===== src/rtl/mem_arbiter_pkg.sv =====
// Shared encodings and defaults for the unified-memory arbiter.
package mem_arbiter_pkg;

    localparam int DEF_AW = 32;
    localparam int DEF_DW = 32;

    // Latency counter width: covers MEM_LAT up to 7
    localparam int LAT_W = 3;

    // FSM state encoding
    localparam logic ST_IDLE = 1'b0;
    localparam logic ST_WAIT = 1'b1;

    // Owner of the outstanding read
    localparam logic OWN_IF = 1'b0;
    localparam logic OWN_D  = 1'b1;

endpackage


===== src/rtl/mem_arbiter_prio.sv =====
// Data-first fixed-priority pick with an instruction-fetch starvation
// counter that forces IF to win after STARVE_MAX consecutive losses.
module arb_prio_starve
    import mem_arbiter_pkg::*;
#(
    parameter int STARVE_MAX = 4
) (
    input  logic clk,
    input  logic rst,
    input  logic i_elig,
    input  logic i_if_req,
    input  logic i_d_req,
    output logic o_if_win,
    output logic o_d_win
);

    localparam int SW = (STARVE_MAX < 1) ? 1 : $clog2(STARVE_MAX + 1);
    localparam logic [SW-1:0] SMAX = SW'(STARVE_MAX);

    logic [SW-1:0] r_starve;
    logic          w_starved;

    assign w_starved = (r_starve == SMAX);

    // Winner select: D has priority unless IF has been starved long enough
    always_comb begin
        o_if_win = i_elig && i_if_req && (!i_d_req || w_starved);
        o_d_win  = i_elig && i_d_req && !o_if_win;
    end

    // Count eligible cycles IF asked and lost; clear on an IF grant
    always_ff @(posedge clk or negedge rst) begin
        if (!rst) begin
            r_starve <= '0;
        end else if (o_if_win) begin
            r_starve <= '0;
        end else if (i_elig && i_if_req && !w_starved) begin
            r_starve <= r_starve + SW'(1);
        end
    end

endmodule


===== src/rtl/mem_arbiter.sv =====
// Shares one memory between the IF and data ports. Writes complete in the
// grant cycle; one read may be outstanding and its data is steered back to
// the requester that owns it. A new grant is allowed in the rvalid cycle.
module mem_arbiter
    import mem_arbiter_pkg::*;
#(
    parameter int AW         = DEF_AW,
    parameter int DW         = DEF_DW,
    parameter int MEM_LAT    = 1,
    parameter int STARVE_MAX = 4
) (
    input  logic          clk,
    input  logic          rst,
    input  logic          if_req,
    input  logic [AW-1:0] if_addr,
    output logic          if_gnt,
    output logic          if_rvalid,
    output logic [DW-1:0] if_rdata,
    input  logic          d_req,
    input  logic          d_we,
    input  logic [AW-1:0] d_addr,
    input  logic [DW-1:0] d_wdata,
    output logic          d_gnt,
    output logic          d_rvalid,
    output logic [DW-1:0] d_rdata,
    output logic [AW-1:0] mem_addr,
    output logic          mem_re,
    output logic          mem_we,
    output logic [DW-1:0] mem_wdata,
    input  logic [DW-1:0] mem_rdata,
    output logic          busy
);

    localparam logic [LAT_W-1:0] LAT_MAX = LAT_W'(MEM_LAT);

    logic             r_state;
    logic [LAT_W-1:0] r_lat_cnt;
    logic             r_owner;

    logic             w_next_state;
    logic [LAT_W-1:0] w_next_lat;
    logic             w_next_owner;

    logic w_rv_cycle;
    logic w_elig;
    logic w_if_win;
    logic w_d_win;
    logic w_rd_grant;

    // Read data returns on the last WAIT cycle, which also reopens arbitration
    assign w_rv_cycle = (r_state == ST_WAIT) && (r_lat_cnt == LAT_MAX);
    // Gate with reset so nothing is granted while reset is held
    assign w_elig     = rst && ((r_state == ST_IDLE) || w_rv_cycle);
    assign w_rd_grant = w_if_win || (w_d_win && !d_we);

    arb_prio_starve #(
        .STARVE_MAX(STARVE_MAX)
    ) u_prio (
        .clk     (clk),
        .rst     (rst),
        .i_elig  (w_elig),
        .i_if_req(if_req),
        .i_d_req (d_req),
        .o_if_win(w_if_win),
        .o_d_win (w_d_win)
    );

    // State register: an in-flight read is simply dropped on reset
    always_ff @(posedge clk or negedge rst) begin
        if (!rst) begin
            r_state   <= ST_IDLE;
            r_lat_cnt <= '0;
            r_owner   <= OWN_IF;
        end else begin
            r_state   <= w_next_state;
            r_lat_cnt <= w_next_lat;
            r_owner   <= w_next_owner;
        end
    end

    // Next state: a read grant (re)starts WAIT, the rvalid cycle ends it
    always_comb begin
        w_next_state = r_state;
        w_next_lat   = r_lat_cnt;
        w_next_owner = r_owner;
        if (w_rd_grant) begin
            w_next_state = ST_WAIT;
            w_next_lat   = LAT_W'(1);
            w_next_owner = w_if_win ? OWN_IF : OWN_D;
        end else if (w_rv_cycle) begin
            w_next_state = ST_IDLE;
            w_next_lat   = '0;
        end else if (r_state == ST_WAIT) begin
            w_next_lat   = r_lat_cnt + LAT_W'(1);
        end
    end

    // Outputs: memory bus follows the winner, read data goes to its owner
    always_comb begin
        if_gnt    = w_if_win;
        d_gnt     = w_d_win;
        mem_re    = w_rd_grant;
        mem_we    = w_d_win && d_we;
        mem_addr  = '0;
        mem_wdata = '0;
        if (w_if_win) begin
            mem_addr = if_addr;
        end else if (w_d_win) begin
            mem_addr = d_addr;
            if (d_we) mem_wdata = d_wdata;
        end
        if_rvalid = w_rv_cycle && (r_owner == OWN_IF);
        d_rvalid  = w_rv_cycle && (r_owner == OWN_D);
        if_rdata  = (w_rv_cycle && (r_owner == OWN_IF)) ? mem_rdata : '0;
        d_rdata   = (w_rv_cycle && (r_owner == OWN_D))  ? mem_rdata : '0;
        busy      = (r_state == ST_WAIT);
    end

endmodule


===== config.mk =====
export PLATFORM = sky130hd
export DESIGN_NAME = mem_arbiter
export DESIGN_NICKNAME = d
export VERILOG_FILES = /design/src/rtl/mem_arbiter_pkg.sv /design/src/rtl/mem_arbiter_prio.sv /design/src/rtl/mem_arbiter.sv
export SDC_FILE = /design/constraint.sdc
export NUM_CORES = 1
export LEC_CHECK = 0
export CAP_MARGIN = 20
export CORE_AREA = 2 2 103 105
export CTS_BUF_LIST = sky130_fd_sc_hd__clkbuf_4 sky130_fd_sc_hd__clkbuf_8 sky130_fd_sc_hd__clkbuf_16
export DETAILED_ROUTE_END_ITERATION = 8
export DIE_AREA = 0 0 105 107
export PLACE_DENSITY = 0.68
export SLEW_MARGIN = 20
export SYNTH_ARGS = -nofsm -noshare
export SYNTH_HDL_FRONTEND = slang
export SYNTH_SLANG_ARGS = --single-unit

===== constraint.sdc =====
create_clock -name clk -period 5.2 [get_ports clk]
set_input_delay 0.78 -clock clk [delete_from_list [all_inputs] [get_ports clk]]
set_output_delay 0.78 -clock clk [all_outputs]
set_load 0.05 [all_outputs]

==> reports/results.tsv, run 1 <==
stage	metric	value	unit
run_status	status	finished clean	
clock_tree	clock tree from TritonCTS	built	
setup_path	critical path arrival	3310	ps
setup_path	r2r setup slk	2970	ps
detailed_routing	drt pass-1 iters	4	
detailed_routing	initial DRC count	157	
grt	largest net degree at the start of global routing	43	
floorplan	IO Count	268	
power	P per Cell Area	312.7	mW/mm²
layout	fillcell total	983	
setup_path	critical path startpoint category	input pin	
layout	Seq. cell area	200.2	µm²
floorplan	Die Wd	105	µm
grt	global-route wire length before repair	14860	µm
layout	Synth-to-Final Area Change	144.2	%
layout	most common cell after layout, fill and taps aside	clkdlybuf4s50_1	
detailed_routing	DR WL/cell	14.58	µm
setup_path	Critical Path Sink	mem_wdata[26]	
timing	Slew Limit Fails	0	
detailed_routing	final WL	10110	µm
setup_path	Reg2Reg Depth	6	
clock_tree	CTS resizes	0	
synth	post-synthesis compound-gate area fraction	0.3141	
placement	dpl hpwl	7937	µm
power	Pleak	2.084	nW
timing	Hold Fails Final Rpt	0	
synth	cells after synthesis	316	
timing	period utilization	0.7872	
placement	placed cells	690	
layout	layout net count	696	
setup_path	CP Capture Type	output pin	
placement	Setup Slack @ Placement	1127	ps
synth	Synth Area in Adders	0.02407	
synth	top post-synthesis cells by area	and2_1 20%, a2111oi_0 13%, dfrtp_1 9.6%, a31o_1 8.0%, nor3_1 7.7%	
timing	Period minus WS final	4093	ps
setup_path	reg2reg end	r_owner$_DFFE_PN0P_	
layout	Diodes inserted	0	
synth	Post-Synth XOR/XNOR Area	0	
clock_tree	CTS buffer count	3	
timing	Slew HR	0.5834	
grt	gr usage total	0.1598	
floorplan	Die Ht	107	µm
synth	Syn Std Cell Area	0.002079	mm²
grt	overflow left after global routing	0	
timing	total negative slack	0	ps
synth	largest family of logic cells by synthesized area	simple AND/OR/NAND/NOR gates	
clock_tree	H-tree depth	1	
floorplan	# rows	37	
timing	worst setup margin	1107	ps
clock_tree	clock root buffer	clkbuf_8	
min_path	worst hold path type	flop to flop	
layout	Post-Layout Inst Area	0.005077	mm²
synth	simple-gate share of the synthesized area	0.3803	
setup_path	Crit Path Category	input pin to output pin	
timing	Finish-stage setup viols	0	
clock_tree	clk slew on worst S/H paths	40	ps
timing	clock skew	0.8290	ps
placement	# port buffers	267	
layout	commonest non-fill, non-tap cells in the layout	198 x clkdlybuf4s50_1, 65 x and2_1, 42 x buf_4, 39 x inv_1, 39 x nand2_1	
clock_tree	CTS Hold Buffers Added	0	
synth	multiplexer area fraction after synthesis	0.01504	
layout	area of the multi-input gates	0.001529	mm²
timing	unrepaired setup endpoints after global routing	false	
detailed_routing	routed via count divided by cell count	4.620	
clock_tree	Max clock buf depth	2	
synth	library cells used by synthesis	30	
synth	cell taking the most area after synthesis	and2_1	
floorplan	Initial Utilization	0.2061	
synth	Synth warnings	0	
synth	register area share after synthesis	0.09627	
clock_tree	Clock Sinks	8	
placement	RePlAce Congestion	0.7910	
detailed_routing	number of nets with antenna violations after routing	0	
grt	initial antenna violation count	0	
grt	vias in the first global route	2852	
detailed_routing	Vias	3202	
floorplan	Placeable Area	0.01009	mm²
layout	Cell Count, Final, Fillers Out	693	
timing	worst slew pin tran	624.0	ps
floorplan	Die ar.	0.01124	mm²
synth	synthesis-stage register bit count	8	
synth	Synth Area per Inst	6.581	µm²
layout	layout cell share with drive strength beyond 1	0.1831	
setup_path	FF-to-FF Start	r_lat_cnt[1]$_DFFE_PN0P_	
clock_tree	post-CTS setup buffers	0	
job	Max Cap Violations	0	
setup_path	Critical Path RT	4420	ps
clock_tree	clk_lat worst skew	230	ps
placement	Placed Area	0.005041	mm²
synth	Syn Nets	453	
setup_path	worst setup path start	rst	
detailed_routing	drc violations	0	
power	IR drop worst, VDD	0.2073	mV
timing	f_max	244.3	MHz
synth	Synth top area share	0.1955	
setup_path	crit-path max FO	35	
synthesized netlist by cell type:
cell	n
inv_2	2
and2_1	65
buf_2	13
o21ai_1	1
buf_6	6
mux2_2	1
o22ai_1	2
mux2i_1	2
nand2_1	39
o211ai_1	1
a221oi_1	1
inv_1	39
dfrtp_1	8
a2111oi_0	32
a21boi_2	2
ha_1	4
a211o_1	1
nor3_1	32
nor2_1	2
o2111ai_1	2
nor2b_1	1
nand2b_4	1
a21oi_1	2
a31o_1	19
nand3_1	1
clkbuf_1	18
nand2b_1	1
a31o_2	13
and3_1	3
nor3_2	2
per-layer routing:
layer / global-route usage / share of wire / up-vias
li1: - / - / 1598
met1: 0.1962 / 0.40 / 1448
met2: 0.2927 / 0.52 / 144
met3: 0.02492 / 0.065 / 12
met4: 0.03619 / 0.012 / 0
met5: 0 / 0 / -
registers in the layout, summed over array words and instances, names as in the netlist:
name / cells
r_lat_cnt: 3
u_prio.r_starve: 3
r_owner: 1
busy: 1
worst max-delay path, stage by stage:
cell	delay [ps]
clkdlybuf4s50_1	770
nand2_1	110
buf_4	250
a211o_1	450
inv_2	530
nor3_1	200
buf_12	200
worst min path at each step:
stage,startpoint,end,slack (ps),cells past startpoint
2_1_floorplan,rst,busy$_DFFE_PN0P_,480,0
3_3_place_gp,u_prio.r_starve[1]$_DFFE_PN0P_,u_prio.r_starve[1]$_DFFE_PN0P_,550,2
3_5_place_dp,u_prio.r_starve[1]$_DFFE_PN0P_,u_prio.r_starve[1]$_DFFE_PN0P_,560,2
4_1_cts,u_prio.r_starve[1]$_DFFE_PN0P_,u_prio.r_starve[1]$_DFFE_PN0P_,570,2
5_1_grt,u_prio.r_starve[1]$_DFFE_PN0P_,u_prio.r_starve[1]$_DFFE_PN0P_,610,2
6_report,u_prio.r_starve[1]$_DFFE_PN0P_,u_prio.r_starve[1]$_DFFE_PN0P_,570,2
layout make-up:
cell class                 instances  share of cell area
multi-input combinational        230              0.3011
timing repair buffer             275              0.5875
clock buffer                       3            0.008132
sequential                         8             0.03943
inverter                          41             0.03031
tap                              136             0.03351
stage by stage:
step / hold slack, ps / power [W] / util
after global placement: 545.5 / 0.001497 / 0.4995
final: 569.5 / 0.001587 / 0.5031
after global routing: 609.1 / 0.001665 / 0.5031
after CTS: 570.0 / 0.001595 / 0.5036
after detailed placement: 561.7 / 0.001515 / 0.4995
after floorplan: 484.4 / 0.001049 / -
logic make-up (layout without fill, tap and decap cells):
| group | count (synthesis) | after routing |
|---|---|---|
| and+or+nand+nor | 147 | 147 |
| buffers and inverters | 78 | 319 |
| AOI/OAI and AO/OA | 76 | 76 |
| DFF | 8 | 8 |
| adders and majority gates | 4 | 4 |
| muxes | 3 | 3 |
power breakdown:
part           leakage [nW]  switching, W  internal (W)
sequential            0.102     0.0000187     0.0000902
clock                0.0216     0.0000255     0.0000502
combinational          1.96      0.000911      0.000492
Note: power is estimated with default switching activity, not from simulation.
==> run 2, diff against run 1 <==
Settings changed: CORE_AREA 2 2 103 105 to 2 2 104 106, DIE_AREA 0 0 105 107 to 0 0 106 108, PLACE_DENSITY 0.68 to 0.67.
Clock period 5.2 ns to 4.3 ns, I/O delays scaled along.
==> run 2 against run 1 <==
Net effect: power grew 29%; clock skew rose by 3.8 ps; sequential share of layout area shrank 0.20 points; critical path type unchanged; critical endpoint is now mem_wdata[12]; highest routed layer is now met5.
==> reports/results.tsv, run 2 (synthesized netlist as in run 1, its figures left out) <==
stage	metric	value	unit	change
run_status	status	finished clean		
clock_tree	clock tree from TritonCTS	built		
clock_tree	H-tree depth	1		unchanged
setup_path	CP Capture Type	output pin		
power	Clock Power Share	0.044		-0.004
clock_tree	CTS resizes	0		unchanged
detailed_routing	Vias	3218		+0.50%
floorplan	Die Ht	108	µm	+0.93%
grt	initial antenna violation count	2		+2
timing	f_max	280.6	MHz	
clock_tree	clock root buffer	clkbuf_8		
clock_tree	clk_lat worst skew	230	ps	about the same
layout	layout cell share with drive strength beyond 1	0.2975		+0.1144
grt	met3 usage	0.04882		+0.02390
floorplan	Initial Utilization	0.2033		-0.002797
power	logic gate share of total power	0.890		+0.006
layout	layout net count	697		+0.14%
grt	overflow left after global routing	0		unchanged
floorplan	Die Wd	106	µm	+0.95%
clock_tree	CTS buffer count	3		unchanged
power	Net Sw Power	0.001187	W	+24%
power	P per Cell Area	382.5	mW/mm²	+22%
clock_tree	clk slew on worst S/H paths	40	ps	about the same
grt	GRT busiest layer	met2		
timing	clock skew	4.593	ps	+3.764 ps
grt	grt met1 use	0.1985		+0.002291
placement	# port buffers	267		unchanged
placement	dpl hpwl	8257	µm	+4.0%
detailed_routing	DR WL/cell	15.15	µm	+3.9%
setup_path	r2r setup slk	2250	ps	-720 ps
grt	vias in the first global route	3138		+10%
timing	Fin Hold WS	571.9	ps	+2.378 ps
layout	fillcell total	940		-4.4%
clock_tree	Clock Sinks	8		unchanged
detailed_routing	drt pass-1 iters	5		+1
placement	RePlAce Congestion	0.7309		-7.6%
floorplan	IO Count	268		unchanged
power	sw frac	0.5796		-0.02188
clock_tree	CTS Hold Buffers Added	0		unchanged
layout	Synth-to-Final Area Change	157.5	%	
grt	met2 usage	0.3138		+0.02115
layout	most common cell after layout, fill and taps aside	clkdlybuf4s50_1		
detailed_routing	drc violations	0		unchanged
clock_tree	Max clock buf depth	2		unchanged
timing	Slew HR	0.5942		+0.01076
timing	Hold Fails Final Rpt	0		unchanged
grt	gr usage total	0.1713		+0.01147
layout	commonest non-fill, non-tap cells in the layout	135 x clkdlybuf4s50_1, 73 x buf_4, 68 x buf_12, 65 x and2_1		
layout	largest registers	r_lat_cnt: 3 flops, u_prio.r_starve: 3 flops		
min_path	worst hold path type	flop to flop		
timing	Period minus WS final	3564	ps	
timing	Slew Limit Fails	0		unchanged
detailed_routing	final WL	10510	µm	+4.0%
power	Internal Power	0.0008610	W	+36%
detailed_routing	initial DRC count	181		+15%
setup_path	critical path startpoint category	input pin		
grt	largest net degree at the start of global routing	42		-2.3%
power	sequential share of power	0.065		-0.004
clock_tree	post-CTS setup buffers	0		unchanged
setup_path	Critical Path RT	3650	ps	-770 ps
timing	Finish-stage setup viols	0		unchanged
floorplan	Placeable Area	0.01023	mm²	+1.4%
timing	worst slew pin tran	607.9	ps	-16.12 ps
timing	period utilization	0.8289		
power	IR drop worst, VDD	0.1715	mV	-17%
timing	total negative slack	0	ps	unchanged
setup_path	crit-path max FO	35		unchanged
job	Max Cap Violations	0		unchanged
floorplan	Die ar.	0.01145	mm²	+1.9%
power	Pleak	2.324	nW	+12%
layout	Diodes inserted	0		unchanged
detailed_routing	routed via count divided by cell count	4.637		+0.35%
setup_path	Crit Path Category	input pin to output pin		
floorplan	# rows	37		unchanged
timing	unrepaired setup endpoints after global routing	false		
detailed_routing	number of nets with antenna violations after routing	0		unchanged
grt	global-route wire length before repair	16240	µm	+9.3%
setup_path	critical path arrival	2920	ps	-390 ps
==> run 2: cell count changes in the layout (fill, tap and decap cells not counted) <==
cell and change:
clkdlybuf4s50_1 -63, buf_12 +34, buf_4 +31, buf_2 -1
==> run 2: area by class of cell <==
type / instances / area, µm² / share of cell area
Timing Repair Buffer: 276 / 3261 / 0.6089
Inverter: 41 / 153.9 / 0.02874
Multi-Input combinational cell: 230 / 1529 / 0.2855
Sequential cell: 8 / 200.2 / 0.03738
Tap cell: 136 / 170.2 / 0.03178
Clock buffer: 3 / 41.29 / 0.007710
==> run 2: metrics by stage <==
step	utilization	power, W	worst slack, ps	cells	area (µm²)
6_report	0.5234	0.002048	735.9	694	5355
5_1_grt	0.5234	0.002156	496.7	694	5355
4_1_cts	0.5234	0.002059	695.7	694	5355
3_5_place_dp	0.5194	0.001964	693.2	691	5314
3_3_place_gp	0.5194	0.001938	734.5	691	5314
2_1_floorplan	-	0.001269	1122	316	2079
==> run 2: path summary, 6_finish.rpt <==
check	depth (start not counted)	startpoint	endpoint
worst max register to register	6	r_lat_cnt[1]$_DFFE_PN0P_	r_owner$_DFFE_PN0P_
min in group asynchronous	1	rst	u_prio.r_starve[1]$_DFFE_PN0P_
worst min register to register	2	r_lat_cnt[0]$_DFFE_PN0P_	r_lat_cnt[0]$_DFFE_PN0P_
worst max-delay path	7	rst	mem_wdata[12]
worst min-delay path	2	r_lat_cnt[0]$_DFFE_PN0P_	r_lat_cnt[0]$_DFFE_PN0P_
max in group asynchronous	1	rst	r_lat_cnt[1]$_DFFE_PN0P_
==> run 2: critical path: stages <==
cell and delay (ps):
clkdlybuf4s50_1 730, nand2_1 90, buf_4 250, a211o_1 320, inv_2 460, nor3_1 210, buf_12 200
==> run 2: metal layers <==
| layer | up-vias | wire length [µm] |
|---|---|---|
| li1 | 1591 | - |
| met1 | 1443 | 3813 |
| met2 | 162 | 5509 |
| met3 | 18 | 970 |
| met4 | 4 | 193 |
| met5 | - | 26 |
==> run 2: power groups by stage <==
stage,logic (W),registers [W],clock network [W]
global placement,0.00181,0.000132,0
detailed placement,0.00183,0.000135,0
finish,0.00182,0.000134,0.0000911
global route,0.00192,0.000138,0.0000997
CTS,0.00183,0.000133,0.0000939
floorplan,0.00112,0.000148,0
